File: src/rtl/block_transfer_sequencer.sv
// LDM/STM block-transfer micro-sequencer: walks a register mask in ascending order,
// issuing one word bus request per register and reporting the written-back base.
module block_transfer_sequencer #(
  parameter  int ADDR_WIDTH = 32,
  parameter  int NUM_REGS   = 16,
  parameter  int WORD_BYTES = 4,
  localparam int IDX_W      = $clog2(NUM_REGS)
) (
  input  logic                  clk,
  input  logic                  reset,
  input  logic                  start_valid,
  output logic                  start_ready,
  input  logic [ADDR_WIDTH-1:0] base_addr,
  input  logic [NUM_REGS-1:0]   reg_list,
  input  logic                  pre,
  input  logic                  up,
  input  logic                  load,
  input  logic                  writeback,
  input  logic                  abort,
  output logic                  bus_valid,
  input  logic                  bus_ready,
  output logic [ADDR_WIDTH-1:0] bus_addr,
  output logic                  bus_write,
  output logic [IDX_W-1:0]      reg_idx,
  output logic                  done,
  output logic                  wb_valid,
  output logic [ADDR_WIDTH-1:0] wb_addr,
  output logic                  busy
);

  localparam int                    CNT_W    = $clog2(NUM_REGS + 1);
  localparam logic [ADDR_WIDTH-1:0] STRIDE   = ADDR_WIDTH'(WORD_BYTES);
  localparam logic [NUM_REGS-1:0]   TOP_MASK = {1'b1, {(NUM_REGS-1){1'b0}}};

  typedef enum logic [1:0] {
    S_IDLE = 2'd0,
    S_CALC = 2'd1,
    S_XFER = 2'd2,
    S_DONE = 2'd3
  } state_e;

  state_e                state_q, state_d;
  logic [ADDR_WIDTH-1:0] base_q, base_d;
  logic [NUM_REGS-1:0]   mask_q, mask_d;
  logic                  pre_q, pre_d;
  logic                  up_q, up_d;
  logic                  load_q, load_d;
  logic                  wb_q, wb_d;
  logic [ADDR_WIDTH-1:0] addr_q, addr_d;
  logic [ADDR_WIDTH-1:0] wb_addr_q, wb_addr_d;

  logic [CNT_W-1:0]      cnt_s;
  logic [IDX_W-1:0]      idx_s;
  logic [ADDR_WIDTH-1:0] n_eff_s;
  logic [ADDR_WIDTH-1:0] offset_s;
  logic [NUM_REGS-1:0]   mask_clr_s;

  // Popcount of the mask and index of its lowest set bit.
  always_comb begin
    cnt_s = '0;
    idx_s = '0;
    for (int i = 0; i < NUM_REGS; i++) begin
      cnt_s = cnt_s + CNT_W'(mask_q[i]);
    end
    for (int i = NUM_REGS - 1; i >= 0; i--) begin
      idx_s = mask_q[i] ? IDX_W'(i) : idx_s;
    end
    // An empty list still spans NUM_REGS words of address space (ARM7TDMI quirk).
    n_eff_s    = (cnt_s == '0) ? ADDR_WIDTH'(NUM_REGS) : ADDR_WIDTH'(cnt_s);
    offset_s   = n_eff_s * STRIDE;
    mask_clr_s = mask_q & (mask_q - NUM_REGS'(1));
  end

  // Next-state and datapath update logic.
  always_comb begin
    state_d   = state_q;
    base_d    = base_q;
    mask_d    = mask_q;
    pre_d     = pre_q;
    up_d      = up_q;
    load_d    = load_q;
    wb_d      = wb_q;
    addr_d    = addr_q;
    wb_addr_d = wb_addr_q;
    case (state_q)
      S_IDLE: begin
        if (start_valid) begin
          base_d  = base_addr;
          mask_d  = reg_list;
          pre_d   = pre;
          up_d    = up;
          load_d  = load;
          wb_d    = writeback;
          state_d = S_CALC;
        end else begin
          state_d = S_IDLE;
        end
      end
      S_CALC: begin
        if (abort) begin
          state_d = S_IDLE;
        end else begin
          case ({pre_q, up_q})
            2'b01:   addr_d = base_q;
            2'b11:   addr_d = base_q + STRIDE;
            2'b00:   addr_d = base_q - offset_s + STRIDE;
            2'b10:   addr_d = base_q - offset_s;
            default: addr_d = base_q;
          endcase
          wb_addr_d = up_q ? (base_q + offset_s) : (base_q - offset_s);
          if (cnt_s == '0) begin
            mask_d = TOP_MASK;
          end else begin
            mask_d = mask_q;
          end
          state_d = S_XFER;
        end
      end
      S_XFER: begin
        if (abort) begin
          state_d = S_IDLE;
        end else if (bus_ready) begin
          mask_d  = mask_clr_s;
          addr_d  = addr_q + STRIDE;
          state_d = (mask_clr_s == '0) ? S_DONE : S_XFER;
        end else begin
          state_d = S_XFER;
        end
      end
      S_DONE:  state_d = S_IDLE;
      default: state_d = S_IDLE;
    endcase
  end

  // State and datapath registers.
  always_ff @(posedge clk or posedge reset) begin
    if (reset) begin
      state_q   <= S_IDLE;
      base_q    <= '0;
      mask_q    <= '0;
      pre_q     <= 1'b0;
      up_q      <= 1'b0;
      load_q    <= 1'b0;
      wb_q      <= 1'b0;
      addr_q    <= '0;
      wb_addr_q <= '0;
    end else begin
      state_q   <= state_d;
      base_q    <= base_d;
      mask_q    <= mask_d;
      pre_q     <= pre_d;
      up_q      <= up_d;
      load_q    <= load_d;
      wb_q      <= wb_d;
      addr_q    <= addr_d;
      wb_addr_q <= wb_addr_d;
    end
  end

  assign start_ready = (state_q == S_IDLE);
  assign busy        = (state_q != S_IDLE);
  assign bus_valid   = (state_q == S_XFER);
  assign bus_write   = (state_q == S_XFER) & ~load_q;
  assign bus_addr    = addr_q;
  assign reg_idx     = idx_s;
  assign done        = (state_q == S_DONE);
  assign wb_valid    = (state_q == S_DONE) & wb_q;
  assign wb_addr     = wb_addr_q;

endmodule

File: config.mk
export PLATFORM = sky130hd
export DESIGN_NAME = block_transfer_sequencer
export DESIGN_NICKNAME = d
export VERILOG_FILES = /design/src/rtl/block_transfer_sequencer.sv
export SDC_FILE = /design/constraint.sdc
export NUM_CORES = 1
export LEC_CHECK = 0
export ABC_AREA = 1
export BUFFER_PORTS_ARGS = -buffer_cell sky130_fd_sc_hd__buf_2
export CAP_MARGIN = 20
export CELL_PAD_IN_SITES_DETAIL_PLACEMENT = 1
export CELL_PAD_IN_SITES_GLOBAL_PLACEMENT = 1
export CORE_MARGIN = 2
export CORE_UTILIZATION = 45
export DETAILED_ROUTE_END_ITERATION = 10
export PLACE_DENSITY_LB_ADDON = 0.25
export SYNTH_ARGS = -nofsm -noshare
export SYNTH_HDL_FRONTEND = slang
export SYNTH_SLANG_ARGS = --single-unit
File: constraint.sdc
create_clock -name clk -period 9.4 [get_ports clk]
set_input_delay 1.88 -clock clk [delete_from_list [all_inputs] [get_ports clk]]
set_output_delay 1.88 -clock clk [all_outputs]
set_load 0.1 [all_outputs]
Word-level counts from Yosys, hierarchy flattened
Index checks and enable logic that the tools add are counted.
{"block": "totals", "ff_bits": 118, "input_bits": 57, "output_inout_bits": 74, "word_cells": 92}
{"block": "classes", "add_sub_neg": 21, "eq_ne": 11, "n_mux": 35, "bitwise": 5, "n_reduce_logical": 11}
{"operator": "$mux 32", "n": 4}
{"operator": "$pmux 32 s4", "n": 1}
{"operator": "$add 32x3->32 const B", "n": 3}
{"operator": "$mux 16", "n": 5}
{"operator": "$mux 4", "n": 16}
{"operator": "$pmux 32 s2", "n": 1}
{"operator": "$add 5x1->5", "n": 11}
{"operator": "$pmux 16 s3", "n": 1}
{"operator": "$add 32x7->32", "n": 1}
{"operator": "$sub 32x7->32", "n": 1}
{"operator": "$and 16x16->16", "n": 1}
{"operator": "$logic_not 16->1", "n": 1}
{"operator": "$sub 16x1->16 const B", "n": 1}
{"operator": "$eq 2x2->1 const B", "n": 4}
{"operator": "$ne 2x2->1 const B", "n": 4}
{"operator": "$pmux 2 s4", "n": 1}
{"operator": "$reduce_and 6->1", "n": 1}
{"operator": "$add 4x1->5", "n": 1}
{"operator": "$logic_not 5->1", "n": 1}
{"operator": "$mux 5", "n": 1}
{"operator": "$add 3x1->4", "n": 1}
{"operator": "$eq 2x1->1 const B", "n": 2}
{"operator": "$logic_not 2->1", "n": 2}
{"operator": "$mux 2", "n": 2}
{"operator": "other kinds (10)", "n": 16}

Longest topological paths before layout
{"block": "depth", "depth_word": 22, "depth_mapped": 38, "ltp_nobuf": 38}

Worst setup path before layout
Ideal clock, no wire load.
{"block": "synth_path", "kind": "reg-to-reg", "start": "register mask_q[0]", "end": "register addr_q[18], in the netlist bus_addr[18]", "setup_time_ns": 0.133, "arrival_time_ns": 5.430, "t_required_ns": 9.267, "slack_ns": 3.837, "stages_incl_launch_ff": 37, "n_path_buf": 0, "period_less_slack_ns": 5.563, "path_cell_list": "dfrtp_1 inv_1 fa_1 fa_1 fa_1 fa_1 inv_1 ha_1 inv_1 fa_1 nor2_1 inv_1 nand2_1 inv_1 nor3_1 nand2_1 nand2_1 inv_1 ha_1 nor2_4 nand2_4 clkinv_4 nand2_2 nor2_4 nand2_2 nand2_2 nand2_1 nand2_2 nand2_4 nor2_4 nand2_1 nor2_1 nand2_1 nand3_1 nand3_1 a21oi_1 a21oi_1"}
{"block": "synth_via", "elab_chain_len": 22}
{"item": "start: declaration", "line_no": "44", "source": "logic [NUM_REGS-1:0] mask_q, mask_d;"}
{"item": "start signal: assignment", "line_no": "150", "source": "mask_q <= mask_d;"}
{"item": "$add 1x1->2 (*)", "line_no": "63", "source": "cnt_s = cnt_s + CNT_W'(mask_q[i]);"}
{"item": "$add 2x1->3 (*)", "line_no": "63"}
{"item": "$add 3x1->4 (*)", "line_no": "63"}
{"item": "$add 4x1->5 (*)", "line_no": "63"}
{"item": "$add 5x1->5 (*) (11 in series)", "line_no": "63"}
{"item": "$logic_not 5->1", "line_no": "69", "source": "n_eff_s = (cnt_s == '0) ? ADDR_WIDTH'(NUM_REGS) : ADDR_WIDTH'(cnt_s);"}
{"item": "$mux 5 (*)", "line_no": "69"}
{"item": "$sub 32x7->32 (*)", "line_no": "106, 107"}
{"item": "$add 32x3->32", "line_no": "106", "source": "2'b00: addr_d = base_q - offset_s + STRIDE;"}
{"item": "$pmux 32 s4 (*)", "line_no": "103", "source": "case ({pre_q, up_q})"}
{"item": "$mux 32 (*)", "line_no": "100", "source": "if (abort) begin"}
{"item": "$pmux 32 s2 (*)", "line_no": "85", "source": "case (state_q)"}
{"item": "end signal: assignment", "line_no": "155", "source": "addr_q <= addr_d;"}
{"item": "end: declaration", "line_no": "49", "source": "logic [ADDR_WIDTH-1:0] addr_q, addr_d;"}
Mark *: on every way between the ends. The rest lies on a longest branch, timed or not. The select of a mux whose other input is x is not followed.
A chain may end at the register's enable or synchronous reset.

Final worst setup path
{"block": "layout_path", "start": "register mask_q[0]", "end": "register addr_q[29], in the netlist bus_addr[29]"}
Same word-level chain as after synthesis.

==> results by group <==
Run status
  – Status: completed

STA
  – Maximum clock frequency: about 0.15 GHz
  – Shortest clock period the worst path allows after layout: 6700 ps
  – Max transition margin: between 30% and 40%
  – Setup ws final: ~2700 ps
  – Post-Route Setup TNS: 0 ps
  – Number of failing setup endpoints in the final timing report: 0
  – Worst hold margin: 496 ps
  – Setup repair after global routing missed its margin: false
  – Final slew viol count: 0
  – Worst Clk Skew: 12.7 ps
  – Period utilization: 71.3%
  – Pin slew with the least headroom to its limit: 1000 ps
  – Count of final hold-check violations: 0

Drt
  – Avg WL per Cell: ~21 um
  – Metal-1 WL: 19600 um
  – Uppermost layer routed: met4
  – Iteration-0 DRC count of the detailed router: around 1100
  – Wire length on met2: 20100 um
  – Final Routed Wirelength: 44500 um
  – Length of the first detailed-routing pass in iterations: 6
  – Total number of vias: about 13000
  – Antenna viol nets, final: 0
  – Met3 routed wirelength: 3600 um
  – Via/cell ratio: 5.95
  – Count of unresolved DRC violations after routing: 0

Synthesis
  – Syn Inst Count: 1690
  – Share of the yosys chip area belonging to registers: a little over a quarter
  – Area share of and/or/nand/nor cells after synthesis: between 40% and 50%
  – Async set or reset register ratio after synthesis: between 90% and 100%
  – Area share of the leading cell type in the synthesized netlist: roughly 27%
  – Largest family of logic cells by synthesized area: simple AND/OR/NAND/NOR gates
  – Post-Syn Area: ~0.011 mm^2
  – Warnings from Yosys: 0
  – Primary flip-flop cell chosen by synthesis mapping: sky130_fd_sc_hd__dfrtp_1
  – Multiplexer fraction of the synthesized cell area: 0.418%
  – EDFF count, synth: 0
  – Number of flip-flops and latches in the synthesized netlist: 118
  – Fraction of the mapped netlist area in compound gates: 14.8%
  – Synth area leaders: sky130_fd_sc_hd__dfrtp_1, sky130_fd_sc_hd__nand2_1, sky130_fd_sc_hd__nor2_1
  – Adder and majority cell fraction of the synthesized area: 5.48%
  – Synth area leader: sky130_fd_sc_hd__dfrtp_1
  – Total nets after synthesis: between 1500 and 2000
  – Avg Inst Size Synth: 6.38 um^2
  – Fraction of synthesized cell area in xor and xnor cells: 1.87%
  – Number of library cell types mapped by synthesis: 52

GRT
  – Initial antenna violation count: 0
  – Global-route wire length before repair: 70400 um
  – Gr ovfl total: 0
  – Largest net degree at the start of global routing: 72
  – Via count of the first global-routing pass: 12603
  – Global-route total usage across every layer: between 30% and 40%

Floorplanning
  – Number of top-level design ports: 131
  – Starting Density: between 40 and 50%
  – Die area: between 0.02 and 0.03 mm^2
  – Overall die width: 159 um
  – Chip height: 159 um
  – Core area: approximately 0.023 mm^2
  – Std cell rows: 56

Critical path
  – Arr. time, crit path: a little over 7000 ps
  – Critical path class: reg2reg
  – Launching element type of the critical path: flip-flop
  – Buffers plus inverters on the worst setup path: 6
  – Largest delay share family, worst path: adder cells
  – Kind of end point of the critical path: flip-flop
  – Data required time of the worst path: between 9000 and 10000 ps
  – Largest incremental delay on the critical path: 600 ps
  – Highest fanout seen on the critical path: 6
  – Slowest CP cell: sky130_fd_sc_hd__fa_1
  – Critical path's most frequent cell: sky130_fd_sc_hd__nand2_1

CTS
  – Number of instances resized during post-cts repair: 0
  – Post-CTS setup buffer count: 0
  – Level count of the clock H-tree: 4
  – CTS clk-pin slew, worst paths: 60 ps
  – Hold Buf Count CTS: 0
  – Worst-Skew Late Latency: 440 ps
  – Clock Path Buffers: 2
  – Clock tree from TritonCTS: done
  – CTS Root Buffer Type: sky130_fd_sc_hd__clkbuf_16
  – Clock Sink Count: ~120
  – Number of CTS-inserted buffers: 17

Min path
  – Worst hold path type: reg2reg

Final layout
  – Area Growth Syn to Fin: 13.5%
  – FILL cells: 3262
  – Layout cells sized above 1: 15.2%
  – Total inserted antenna cells: 0
  – Layout net count: 1877

Job
  – Total of max-cap violations: 0

Place
  – Placer's final routability congestion estimate: 0.969
  – Post-placement worst setup slack: 2790 ps
  – Number of buffers inserted by port buffering: between 100 and 150
  – Half-perimeter wire length after detailed placement: 33700 um
## final timing paths
path                            slack [ps]           end   startpoint  depth (start not counted)
worst max-delay path                  2700  bus_addr[29]    mask_q[0]                         34
worst min-delay path                   500   wb_addr[19]  wb_addr[19]                          2
worst max register to register        2700  bus_addr[29]    mask_q[0]                         34
worst min register to register         500   wb_addr[19]  wb_addr[19]                          2
max in group asynchronous             6430   wb_addr[31]        reset                          3
min in group asynchronous             1530  bus_addr[12]        reset                          2
## placed cells by master (no fill, tap or decap), types with 18 or more instances in the layout
master and instances:
sky130_fd_sc_hd__a21oi_1 106, sky130_fd_sc_hd__a31oi_1 34, sky130_fd_sc_hd__buf_2 130, sky130_fd_sc_hd__dfrtp_1 118, sky130_fd_sc_hd__ha_1 28, sky130_fd_sc_hd__inv_1 173
sky130_fd_sc_hd__nand2_1 451, sky130_fd_sc_hd__nand2_2 28, sky130_fd_sc_hd__nand3_1 139, sky130_fd_sc_hd__nand4_1 43, sky130_fd_sc_hd__nor2_1 197, sky130_fd_sc_hd__nor2_2 21
sky130_fd_sc_hd__nor3_1 18, sky130_fd_sc_hd__nor4_1 19, sky130_fd_sc_hd__o211ai_1 18, sky130_fd_sc_hd__o21ai_0 98
## registers in the layout, summed over array words and instances (netlist names)
register	flops
bus_addr	32
wb_q	1
state_q	2
base_q	32
mask_q	16
load_q	1
up_q	1
pre_q	1
wb_addr	32
## worst min-delay path: stages, from the launching register on
cell	delay (ps)
sky130_fd_sc_hd__dfrtp_1	350
sky130_fd_sc_hd__nand2_1	50
sky130_fd_sc_hd__nand2_1	60
## cells in the mapped netlist, drive strengths merged, types with 4 or more instances
cell type and number:
nor3 19, xnor2 6, xor2 17, a21oi 113, a31oi 34, nor2 233
dfrtp 118, nand3 148, clkbuf 47, and2 6, inv 180, nor4 19
mux2 4, nand2 483, nand4 43, fa 12, o21ai 101, clkinv 14
a22oi 7, ha 28, o211ai 18, buf 23
## layer usage
| layer | vias up | global-route usage [%] |
|---|---|---|
| li1 | 5720 | - |
| met1 | 6183 | 49.0 |
| met2 | 572 | 55.7 |
| met3 | 93 | 6.17 |
| met4 | 0 | 10.7 |
| met5 | - | 0 |
## cells by family (layout without fill, tap and decap cells)
kind of cell / count (synthesis) / in the layout
and+or+nand+nor: 957 / 957
AOI/OAI and AO/OA: 284 / 284
buffers and inverters: 264 / 367
DFF: 118 / 118
adders and majority gates: 40 / 40
xor gates and xnor gates: 23 / 23
muxes: 4 / 4
## area by class of cell
class | count | area, um^2 | share of cell area (%)
multi-input combinational | 1308 | 6770 | 55.3
clock buffer | 19 | 443 | 3.62
sequential | 118 | 2950 | 24.1
tap | 319 | 399 | 3.26
timing repair buffer | 141 | 733 | 5.99
clock inverter | 13 | 196 | 1.61
inverter | 194 | 739 | 6.04
## stage by stage
step	instance area, um^2	cells	utilization, %
3_3_place_gp	11600	2080	49.4
4_1_cts	12200	2112	52.1
5_1_grt	12200	2112	52.1
6_report	12200	2112	52.1
3_5_place_dp	11600	2080	49.4
2_1_floorplan	10800	1690	-
Power is not shown: default switching activity piles up to over one toggle a cycle in this logic, so the estimate is an artifact.
